==> config.mk <==
export PLATFORM = sky130hd
export DESIGN_NAME = latch_exmem_flat
export DESIGN_NICKNAME = d
export VERILOG_FILES = /design/src/rtl/latch_exmem_if.sv /design/src/rtl/latch_exmem.sv /design/src/flat_wrapper.sv
export SDC_FILE = /design/constraint.sdc
export NUM_CORES = 1
export LEC_CHECK = 0
export ABC_AREA = 1
export CAP_MARGIN = 30
export CORE_ASPECT_RATIO = 1.4
export CORE_MARGIN = 1.5
export CORE_UTILIZATION = 43
export CTS_CLUSTER_DIAMETER = 40
export DETAILED_ROUTE_END_ITERATION = 16
export GPL_ROUTABILITY_DRIVEN = 0
export PLACE_DENSITY_LB_ADDON = 0.12
export SLEW_MARGIN = 5
export SYNTH_ARGS = -nofsm -noshare
export SYNTH_HDL_FRONTEND = slang
export SYNTH_SLANG_ARGS = --single-unit
==> constraint.sdc <==
create_clock -name clock -period 2 [get_ports clock]
set_input_delay 0.6 -clock clock [delete_from_list [all_inputs] [get_ports clock]]
set_output_delay 0.6 -clock clock [all_outputs]
set_load 0.02 [all_outputs]
==> src/rtl/latch_exmem_if.sv <==
// EX/MEM boundary signals: EX-side capture inputs, hazard controls, the data
// memory handshake, and the registered EX/MEM entry seen by the MEM stage.
interface latch_exmem_if;
    logic        stall;
    logic        flush;
    logic        ex_valid;
    logic [1:0]  ex_WB;
    logic [4:0]  ex_M;
    logic [2:0]  ex_funct3;
    logic [31:0] ex_alu_result;
    logic        ex_zero;
    logic [31:0] ex_rd2;
    logic [31:0] ex_branch_target;
    logic [4:0]  ex_rd;
    logic        mem_ready;

    logic        exmem_valid;
    logic [1:0]  exmem_WB;
    logic        exmem_MemRead;
    logic        exmem_MemWrite;
    logic [31:0] exmem_addr;
    logic [31:0] exmem_store_data;
    logic [3:0]  exmem_byte_en;
    logic [2:0]  exmem_funct3;
    logic [4:0]  exmem_rd;
    logic [31:0] exmem_branch_target;
    logic        exmem_pcsrc;
    logic        exmem_misaligned;
    logic        mem_stall_req;
    logic        mem_timeout;

    modport master (
        output stall, flush, ex_valid, ex_WB, ex_M, ex_funct3, ex_alu_result,
               ex_zero, ex_rd2, ex_branch_target, ex_rd, mem_ready,
        input  exmem_valid, exmem_WB, exmem_MemRead, exmem_MemWrite, exmem_addr,
               exmem_store_data, exmem_byte_en, exmem_funct3, exmem_rd,
               exmem_branch_target, exmem_pcsrc, exmem_misaligned,
               mem_stall_req, mem_timeout
    );

    modport slave (
        input  stall, flush, ex_valid, ex_WB, ex_M, ex_funct3, ex_alu_result,
               ex_zero, ex_rd2, ex_branch_target, ex_rd, mem_ready,
        output exmem_valid, exmem_WB, exmem_MemRead, exmem_MemWrite, exmem_addr,
               exmem_store_data, exmem_byte_en, exmem_funct3, exmem_rd,
               exmem_branch_target, exmem_pcsrc, exmem_misaligned,
               mem_stall_req, mem_timeout
    );
endinterface

==> src/rtl/latch_exmem.sv <==
// EX/MEM pipeline register: store lane alignment, misalignment detection,
// registered branch decision and a bounded wait on the data memory.
module latch_exmem #(
    parameter int MEM_TIMEOUT = 16
) (
    input logic         clock,
    input logic         reset_n,
    latch_exmem_if.slave bus
);
    typedef enum logic {S_IDLE, S_WAIT} state_t;

    localparam logic [7:0] TMO = 8'(MEM_TIMEOUT);

    state_t      state, state_nx;
    logic [7:0]  cnt, cnt_nx;
    logic        access, hold, load_en;

    logic        cap_valid, mem_op, mis_raw, cap_mis, cap_read, cap_write;
    logic        cond, cap_pcsrc;
    logic [1:0]  offs, cap_wb;
    logic [3:0]  be_raw, cap_be;
    logic [31:0] cap_sd;

    // ex_M[0] is reserved and intentionally has no effect.
    logic unused_m0;
    assign unused_m0 = bus.ex_M[0];

    assign access            = bus.exmem_valid & (bus.exmem_MemRead | bus.exmem_MemWrite);
    assign bus.mem_timeout   = (state == S_WAIT) && (cnt == TMO);
    assign bus.mem_stall_req = access & ~bus.mem_ready & ~bus.mem_timeout;
    assign hold              = bus.stall | bus.mem_stall_req;
    // Flush beats hold: a flush always loads, with the valid bit cleared.
    assign load_en           = bus.flush | ~hold;

    // NOTE: every variable written here gets a default first, so no path can
    // leave one unassigned and infer a latch.
    always_comb begin
        offs      = bus.ex_alu_result[1:0];
        cap_valid = bus.ex_valid & ~bus.flush;
        mem_op    = cap_valid & (bus.ex_M[4] | bus.ex_M[3]);
        be_raw    = 4'b1111;
        cap_sd    = bus.ex_rd2;
        mis_raw   = 1'b0;
        case (bus.ex_funct3[1:0])
            2'b00: begin
                be_raw = 4'b0001 << offs;
                cap_sd = {4{bus.ex_rd2[7:0]}};
            end
            2'b01: begin
                be_raw  = 4'b0011 << offs;
                cap_sd  = {2{bus.ex_rd2[15:0]}};
                mis_raw = offs[0];
            end
            default: begin
                be_raw  = 4'b1111;
                cap_sd  = bus.ex_rd2;
                mis_raw = (offs != 2'b00);
            end
        endcase
        // Alignment only matters for loads/stores; branches reuse funct3.
        cap_mis   = mem_op & mis_raw;
        cap_read  = cap_valid & bus.ex_M[4] & ~cap_mis;
        cap_write = cap_valid & bus.ex_M[3] & ~cap_mis;
        cap_be    = cap_write ? be_raw : 4'b0000;
        cap_wb    = cap_valid ? {bus.ex_WB[1] & ~cap_mis, bus.ex_WB[0]} : 2'b00;
        // ALU leaves the signed/unsigned compare in bit 0; funct3[0] inverts.
        cond      = bus.ex_funct3[2] ? (bus.ex_alu_result[0] ^ bus.ex_funct3[0])
                                     : (bus.ex_zero ^ bus.ex_funct3[0]);
        cap_pcsrc = cap_valid & (bus.ex_M[1] | (bus.ex_M[2] & cond));
    end

    // NOTE: sequential state uses non-blocking assignments so every register
    // samples pre-edge values regardless of statement order.
    always_ff @(posedge clock or negedge reset_n) begin
        if (!reset_n) begin
            bus.exmem_valid         <= 1'b0;
            bus.exmem_WB            <= 2'b00;
            bus.exmem_MemRead       <= 1'b0;
            bus.exmem_MemWrite      <= 1'b0;
            bus.exmem_addr          <= '0;
            bus.exmem_store_data    <= '0;
            bus.exmem_byte_en       <= '0;
            bus.exmem_funct3        <= '0;
            bus.exmem_rd            <= '0;
            bus.exmem_branch_target <= '0;
            bus.exmem_pcsrc         <= 1'b0;
            bus.exmem_misaligned    <= 1'b0;
        end else if (load_en) begin
            bus.exmem_valid         <= cap_valid;
            bus.exmem_WB            <= cap_wb;
            bus.exmem_MemRead       <= cap_read;
            bus.exmem_MemWrite      <= cap_write;
            bus.exmem_addr          <= bus.ex_alu_result;
            bus.exmem_store_data    <= cap_sd;
            bus.exmem_byte_en       <= cap_be;
            bus.exmem_funct3        <= bus.ex_funct3;
            bus.exmem_rd            <= bus.ex_rd;
            bus.exmem_branch_target <= bus.ex_branch_target;
            bus.exmem_pcsrc         <= cap_pcsrc;
            bus.exmem_misaligned    <= cap_mis;
        end
    end

    always_ff @(posedge clock or negedge reset_n) begin
        if (!reset_n) begin
            state <= S_IDLE;
            cnt   <= '0;
        end else begin
            state <= state_nx;
            cnt   <= cnt_nx;
        end
    end

    always_comb begin
        state_nx = state;
        cnt_nx   = cnt;
        case (state)
            S_IDLE: begin
                if (access && !bus.mem_ready) begin
                    state_nx = S_WAIT;
                    cnt_nx   = 8'd1;
                end
            end
            S_WAIT: begin
                if (bus.mem_timeout || bus.mem_ready) begin
                    state_nx = S_IDLE;
                    cnt_nx   = '0;
                end else begin
                    cnt_nx = cnt + 8'd1;
                end
            end
            default: begin
                state_nx = S_IDLE;
                cnt_nx   = '0;
            end
        endcase
        if (bus.flush) begin
            state_nx = S_IDLE;
            cnt_nx   = '0;
        end
    end
endmodule

==> src/flat_wrapper.sv <==
// flat-port wrapper written by rule: the top's interface ports become plain ports
module latch_exmem_flat 
#(
    parameter int MEM_TIMEOUT = 16
)
  (clock, reset_n, bus_stall, bus_flush, bus_ex_valid, bus_ex_WB, bus_ex_M, bus_ex_funct3, bus_ex_alu_result, bus_ex_zero, bus_ex_rd2, bus_ex_branch_target, bus_ex_rd, bus_mem_ready, bus_exmem_valid, bus_exmem_WB, bus_exmem_MemRead, bus_exmem_MemWrite, bus_exmem_addr, bus_exmem_store_data, bus_exmem_byte_en, bus_exmem_funct3, bus_exmem_rd, bus_exmem_branch_target, bus_exmem_pcsrc, bus_exmem_misaligned, bus_mem_stall_req, bus_mem_timeout);
  latch_exmem_if bus_i ();
  input logic clock;
  input logic reset_n;
  input wire logic [$bits(bus_i.stall)-1:0] bus_stall;
  input wire logic [$bits(bus_i.flush)-1:0] bus_flush;
  input wire logic [$bits(bus_i.ex_valid)-1:0] bus_ex_valid;
  input wire logic [$bits(bus_i.ex_WB)-1:0] bus_ex_WB;
  input wire logic [$bits(bus_i.ex_M)-1:0] bus_ex_M;
  input wire logic [$bits(bus_i.ex_funct3)-1:0] bus_ex_funct3;
  input wire logic [$bits(bus_i.ex_alu_result)-1:0] bus_ex_alu_result;
  input wire logic [$bits(bus_i.ex_zero)-1:0] bus_ex_zero;
  input wire logic [$bits(bus_i.ex_rd2)-1:0] bus_ex_rd2;
  input wire logic [$bits(bus_i.ex_branch_target)-1:0] bus_ex_branch_target;
  input wire logic [$bits(bus_i.ex_rd)-1:0] bus_ex_rd;
  input wire logic [$bits(bus_i.mem_ready)-1:0] bus_mem_ready;
  output wire logic [$bits(bus_i.exmem_valid)-1:0] bus_exmem_valid;
  output wire logic [$bits(bus_i.exmem_WB)-1:0] bus_exmem_WB;
  output wire logic [$bits(bus_i.exmem_MemRead)-1:0] bus_exmem_MemRead;
  output wire logic [$bits(bus_i.exmem_MemWrite)-1:0] bus_exmem_MemWrite;
  output wire logic [$bits(bus_i.exmem_addr)-1:0] bus_exmem_addr;
  output wire logic [$bits(bus_i.exmem_store_data)-1:0] bus_exmem_store_data;
  output wire logic [$bits(bus_i.exmem_byte_en)-1:0] bus_exmem_byte_en;
  output wire logic [$bits(bus_i.exmem_funct3)-1:0] bus_exmem_funct3;
  output wire logic [$bits(bus_i.exmem_rd)-1:0] bus_exmem_rd;
  output wire logic [$bits(bus_i.exmem_branch_target)-1:0] bus_exmem_branch_target;
  output wire logic [$bits(bus_i.exmem_pcsrc)-1:0] bus_exmem_pcsrc;
  output wire logic [$bits(bus_i.exmem_misaligned)-1:0] bus_exmem_misaligned;
  output wire logic [$bits(bus_i.mem_stall_req)-1:0] bus_mem_stall_req;
  output wire logic [$bits(bus_i.mem_timeout)-1:0] bus_mem_timeout;
  assign bus_i.stall = bus_stall;
  assign bus_i.flush = bus_flush;
  assign bus_i.ex_valid = bus_ex_valid;
  assign bus_i.ex_WB = bus_ex_WB;
  assign bus_i.ex_M = bus_ex_M;
  assign bus_i.ex_funct3 = bus_ex_funct3;
  assign bus_i.ex_alu_result = bus_ex_alu_result;
  assign bus_i.ex_zero = bus_ex_zero;
  assign bus_i.ex_rd2 = bus_ex_rd2;
  assign bus_i.ex_branch_target = bus_ex_branch_target;
  assign bus_i.ex_rd = bus_ex_rd;
  assign bus_i.mem_ready = bus_mem_ready;
  assign bus_exmem_valid = bus_i.exmem_valid;
  assign bus_exmem_WB = bus_i.exmem_WB;
  assign bus_exmem_MemRead = bus_i.exmem_MemRead;
  assign bus_exmem_MemWrite = bus_i.exmem_MemWrite;
  assign bus_exmem_addr = bus_i.exmem_addr;
  assign bus_exmem_store_data = bus_i.exmem_store_data;
  assign bus_exmem_byte_en = bus_i.exmem_byte_en;
  assign bus_exmem_funct3 = bus_i.exmem_funct3;
  assign bus_exmem_rd = bus_i.exmem_rd;
  assign bus_exmem_branch_target = bus_i.exmem_branch_target;
  assign bus_exmem_pcsrc = bus_i.exmem_pcsrc;
  assign bus_exmem_misaligned = bus_i.exmem_misaligned;
  assign bus_mem_stall_req = bus_i.mem_stall_req;
  assign bus_mem_timeout = bus_i.mem_timeout;
  latch_exmem #(.MEM_TIMEOUT(MEM_TIMEOUT)) u_core (.clock(clock), .reset_n(reset_n), .bus(bus_i));
endmodule
After elaboration in Yosys (flattened, before gate mapping)

Cells that the tools add are included.

Logic and storage cells: 66
Input bits: 118
Bits in registers: 124

Eq/ne operators: 3
$add $sub $neg: 1
Bitwise logic cells: 26
Shifts and indexed selects: 2
Muxes and demuxes: 14
Reductions and logical operators: 6

Operators with widths:

| kind                | count |
|---|---|
| $pmux 32 s2         | 1 |
| $mux 8              | 3 |
| $pmux 8 s2          | 1 |
| $and 1x1->1         | 13 |
| $add 8x1->8 const B | 1 |
| $eq 8x5->1 const B  | 1 |
| $pmux 4 s2          | 1 |
| $not 1->1           | 6 |
| $or 1x1->1          | 5 |
| $mux 1              | 4 |
| $mux 4              | 1 |
| $pmux 1 s2          | 2 |
| $shl 1x2->4 const A | 1 |
| $shl 2x2->4 const A | 1 |
| $ne 3x2->1 const B  | 1 |
| $eq 2x1->1 const B  | 1 |
| $logic_and 1x1->1   | 2 |
| $logic_not 2->1     | 1 |
| $mux 2              | 1 |
| $reduce_bool 2->1   | 1 |
| $xor 1x1->1         | 2 |
| $logic_not 1->1     | 1 |
| $logic_or 1x1->1    | 1 |

Logic depth before layout (Yosys ltp)

Depth in word-level cells: 7
Depth in mapped cells: 12

Worst setup path before layout

No wires, ideal clock.

Kind: input-to-output
From: in bus_mem_ready
To: out bus_mem_stall_req
Arrival: 1122 ps
Cell stages on the path: 5
Required time: 1400 ps
Setup slack: 278 ps
Cell sequence: inv_1 nand2_1 nor2_1 nand2_2 inv_1

Longest elaborated chain between the ends: 3

Ends and longest elaborated chain:

| what                      | line               | text |
|---|---|---|
| from (decl)               | flat_wrapper.sv:21 | `input wire logic [$bits(bus_i.mem_ready)-1:0] bus_mem_ready;` |
| $not 1->1                 | latch_exmem.sv:30  | `assign bus.mem_stall_req = access & ~bus.mem_ready & ~bus.mem_timeout;` |
| $and 1x1->1 (2 in series) | latch_exmem.sv:30  |  |
| to (decl)                 | flat_wrapper.sv:34 | `output wire logic [$bits(bus_i.mem_stall_req)-1:0] bus_mem_stall_req;` |

Every way passes these cells.

Worst setup path in the final report

From: reg u_core.cnt[1]
To: out bus_mem_stall_req

Longest elaborated chain between the ends: 4

Ends and longest elaborated chain:

| what                   | line               | text |
|---|---|---|
| from (decl)            | latch_exmem.sv:15  | `logic [7:0] cnt, cnt_nx;` |
| from (signal assigned) | latch_exmem.sv:110 | `cnt <= cnt_nx;` |
| $eq 8x5->1             | latch_exmem.sv:29  | `assign bus.mem_timeout = (state == S_WAIT) && (cnt == TMO);` |
| $logic_and 1x1->1      | latch_exmem.sv:29  |  |
| $not 1->1              | latch_exmem.sv:30  |  |
| $and 1x1->1            | latch_exmem.sv:30  |  |

Every way passes these cells.

==> Flow_metrics.wiki <==
{| class="wikitable"
! Metric !! Value
|-
| Flops & latches, synth || 124
|-
| Total half-perimeter wirelength after legalization and detailed placement || 12500 um
|-
| Via count of the first global-routing pass || 5744
|-
| Fraction of power spent switching nets || 27.1%
|-
| Share of layout cells above drive strength 1 || 9.23%
|-
| Most numerous cell on the critical path || nand2_2
|-
| Mapped Nets || 822
|-
| Largest area contributor in the synthesized netlist || dfrtp_1
|-
| ANT cells || 0
|-
| Core Rows || 49
|-
| Cell Count, Final, Fillers Out || 1117
|-
| CTS root buf || clkbuf_16
|-
| Part of the total power dissipated in sequential elements || 37.4%
|-
| Vias per cell || 5.08
|-
| Met3 Use GR || 7.48%
|-
| Internal power || 5500 uW
|-
| Layout area overhead || 61.5%
|-
| Net switching power || 2040 uW
|-
| Total of max-cap violations || 0
|-
| Clock H-tree levels || 4
|-
| Global route overflow || 0
|-
| Type of element capturing the critical path || output pin
|-
| Top cells by area in the synthesized netlist || dfrtp_1 55%, nand2_1 21%, nand3_1 12%, inv_1 1.9%, buf_6 1.6%
|-
| Leak || 0.00527 uW
|-
| Port buffer count || 233
|-
| Crit-path slowest cell || dfrtp_1
|-
| Largest net degree at the start of global routing || 43
|-
| Max Transition Viols Final || 0
|-
| XOR/XNOR share of the synthesized area || 0.156%
|-
| DR DRC count || 0
|-
| Share of synthesized area occupied by flip-flops and latches || 55.1%
|-
| Critical Path Source Type || flop
|-
| Worst min path class || input port to asynchronous set/reset pin
|-
| Number of sinks driven by the clock tree || 124
|-
| Number of endpoints failing setup at the final stage || 2
|-
| Failing checks || setup timing
|-
| TritonCTS Buffers || 17
|-
| DRT Wirelength || 17800 um
|-
| Initial standard-cell utilization of the core || 44.0%
|-
| Mapped cell area || 5630 um^2
|-
| Clock period minus final worst setup slack || 2090 ps
|-
| Die H || 138 um
|-
| Clock tree from TritonCTS || yes
|-
| Clock transition at the registers of the reported paths || 60 ps
|-
| DR vias || 5671
|-
| Final hold viol count || 0
|-
| Multiplexer share of the synthesized area || 0%
|-
| Global-route wire length before repair || 28600 um
|-
| CTS hold repair buffers || 0
|-
| Layer carrying the most global-route usage || met2
|-
| CP peak stage delay || 390 ps
|-
| Pin slew with the least headroom to its limit || 487 ps
|-
| Global router's overall resource usage || 26.1%
|-
| Distinct cells, synth || 24
|-
| Critical Setup Path Class || flop to output pin
|-
| Initial antenna violation count || 0
|-
| Clock Power Share || 43.4%
|-
| Fmax achieved || 0.479 GHz
|-
| Area fraction in and, or, nand and nor cells after synthesis || 35.1%
|-
| Unrepaired setup endpoints after global routing || true
|-
| Die width || 99.7 um
|-
| Number of standard cells after synthesis || 702
|-
| Slew margin rel. || 67.5%
|-
| Power per Cell Area || 830 nW/um^2
|-
| Signal arrival time at the worst endpoint || 1490 ps
|-
| Average instance area after synthesis || 8.02 um^2
|-
| Router iterations before antenna repair || 4
|-
| Max Fanout on Critical Path || 3
|-
| Count of pins on the block boundary || 235
|-
| Main combinational cell family by area after synthesis || simple AND/OR/NAND/NOR gates
|-
| Share of the synthesized area in compound gates (AO/OA/AOI/OAI) || 2.62%
|-
| Share of the core filled with cells || 71.0%
|-
| Std-Cell Core Area || 12800 um^2
|-
| Status || finished, violations left
|-
| Die outline area || 13800 um^2
|-
| Met1 Resource Use GR || 31.9%
|-
| Share of Yosys cell area claimed by the top area cell type || 55.1%
|-
| Nets@finish || 1071
|-
| Met2 track demand over resource in global routing || 43.6%
|-
| Combinational share of power || 19.1%
|-
| Post-layout worst setup margin || -86.7 ps
|-
| Max Buffers Root-to-Sink || 2
|-
| CP required || 1400 ps
|-
| Final worst-path cycle share || 104%
|-
| Clock Latency Late Sink || 400 ps
|-
| Critical path, cell by cell || inv_2 > ha_4 > nand2_2 > nor2_2 > nand2_2 > nand2_2 > inv_2 > buf_6
|-
| Post-Place Cells || 1081
|-
| Total number of yosys warnings || 0
|-
| Share of synthesized cell area in full adder, half adder and majority cells || 0.444%
|-
| Maximum VDD drop || 0.000697 V
|-
| Post-Route Skew || 9.65 ps
|-
| Routed Antenna Nets || 0
|-
| Drt wl/cell || 15.9 um
|-
| Detailed Route Iter0 Violations || 261
|}
==> final timing paths <==
| path | from | end | slack, ps | depth (start not counted) |
|---|---|---|---|---|
| setup / recovery | u_core.cnt[1] | bus_mem_stall_req | -90 | 8 |
| hold / removal | reset_n | u_core.bus.exmem_store_data[7] | 100 | 1 |
| setup reg to reg | u_core.cnt[0] | u_core.bus.exmem_addr[13] | 140 | 12 |
| hold reg to reg | u_core.bus.exmem_addr[0] | u_core.bus.exmem_addr[0] | 500 | 2 |
| max in group asynchronous | reset_n | u_core.bus.exmem_funct3[0] | 1290 | 2 |
| min in group clock | u_core.bus.exmem_addr[0] | u_core.bus.exmem_addr[0] | 500 | 2 |
==> cell usage in the layout, fill, tap and decap left out, types with 2 or more instances in the layout <==
cell,synthesis,layout
nand2_1,312,311
clkdlybuf4s50_1,0,136
nand3_1,133,133
dfrtp_1,124,124
dlymetal6s2s_1,0,69
buf_4,2,32
inv_1,29,25
dlygate4sd2_1,0,25
nor2_1,22,19
clkbuf_16,0,17
o21ai_0,13,13
a21oi_1,8,8
buf_12,0,8
inv_2,2,5
o211ai_1,4,4
bufinv_16,0,4
clkinvlp_4,0,4
clkinv_4,0,4
nand2_2,2,3
nor2_2,0,3
clkinv_2,0,3
nand2_4,2,2
nand4_1,2,2
buf_6,8,2
==> Yosys cell counts <==
library cell / number
ha_1: 2
xor2_1: 1
nand2_2: 2
nand4_1: 2
nand2_4: 2
nand3b_1: 1
nand2_1: 312
a21oi_1: 8
nand3_1: 133
clkinv_1: 1
clkbuf_1: 17
dfrtp_1: 124
o21ai_0: 13
o21ai_1: 1
a21o_1: 1
buf_6: 8
buf_8: 1
inv_2: 2
buf_1: 1
buf_2: 13
inv_1: 29
nor2_1: 22
buf_4: 2
o211ai_1: 4
==> per-layer routing <==
metal  wire [um]  up-vias
met1        6880     2686
met3        1290       28
met4         353        0
met2        9240      232
li1            -     2725
met5           0        -
==> state kept, by name, indices dropped and copies added, names as in the netlist, 2 cells and up <==
signal,flops
u_core.bus.exmem_WB,2
u_core.bus.exmem_addr,32
u_core.bus.exmem_branch_target,32
u_core.bus.exmem_byte_en,4
u_core.bus.exmem_funct3,3
u_core.bus.exmem_rd,5
u_core.bus.exmem_store_data,32
u_core.cnt,8
==> metrics by stage <==
step / power (uW) / setup WS [ps] / hold slack [ps] / instance area, um^2 / TNS (ps)
floorplan: 3490 / 278 / 304 / 5630 / 0
global placement: 4330 / -617 / 490 / 8260 / -20970
detailed placement: 4360 / -651 / 493 / 8260 / -26620
CTS: 7630 / -79.5 / 103 / 8900 / -79.5
global route: 7860 / -195 / 118 / 9090 / -336
finish: 7540 / -86.7 / 103 / 9090 / -102
==> logic make-up after synthesis <==
kind of cell    count (synthesis)
simple gates                  474
flops                         124
buf+inv                        74
compound gates                 27
fa+ha+maj                       2
xor+xnor                        1
==> power groups by stage <==
stage	registers [uW]	logic, uW	clock network (uW)
after floorplan	3110	384	0
after global placement	2860	1470	0
after detailed placement	2870	1490	0
after CTS	2830	1480	3320
after global routing	2850	1560	3460
final	2820	1440	3280
==> worst max-delay path, delay by kind of cell, from the launching register on <==
| kind | cells | cell delay, ps |
|---|---|---|
| adders and majority gates | 1 | 130 |
| buffers and inverters | 3 | 240 |
| DFF | 1 | 390 |
| and+or+nand+nor | 4 | 340 |
==> cell type report <==
type                    instances  area [um^2]
flip-flops and latches        124         3100
repair buffers                272         2870
well taps                     153          191
inverters                      32          121
multi-input cells             504         2180
clock inverters                14          195
clock buffers                  18          439
fillers                      1016         3720
==> repair_timing <==
item                                    in CTS  in global routing
pin swaps                                    3                  4
resized for setup                           45                 71
cloned                                       0                  0
buffers inserted                             2                  2
endpoints found under the setup margin      26                 72
(Power assumes the default switching activity.)
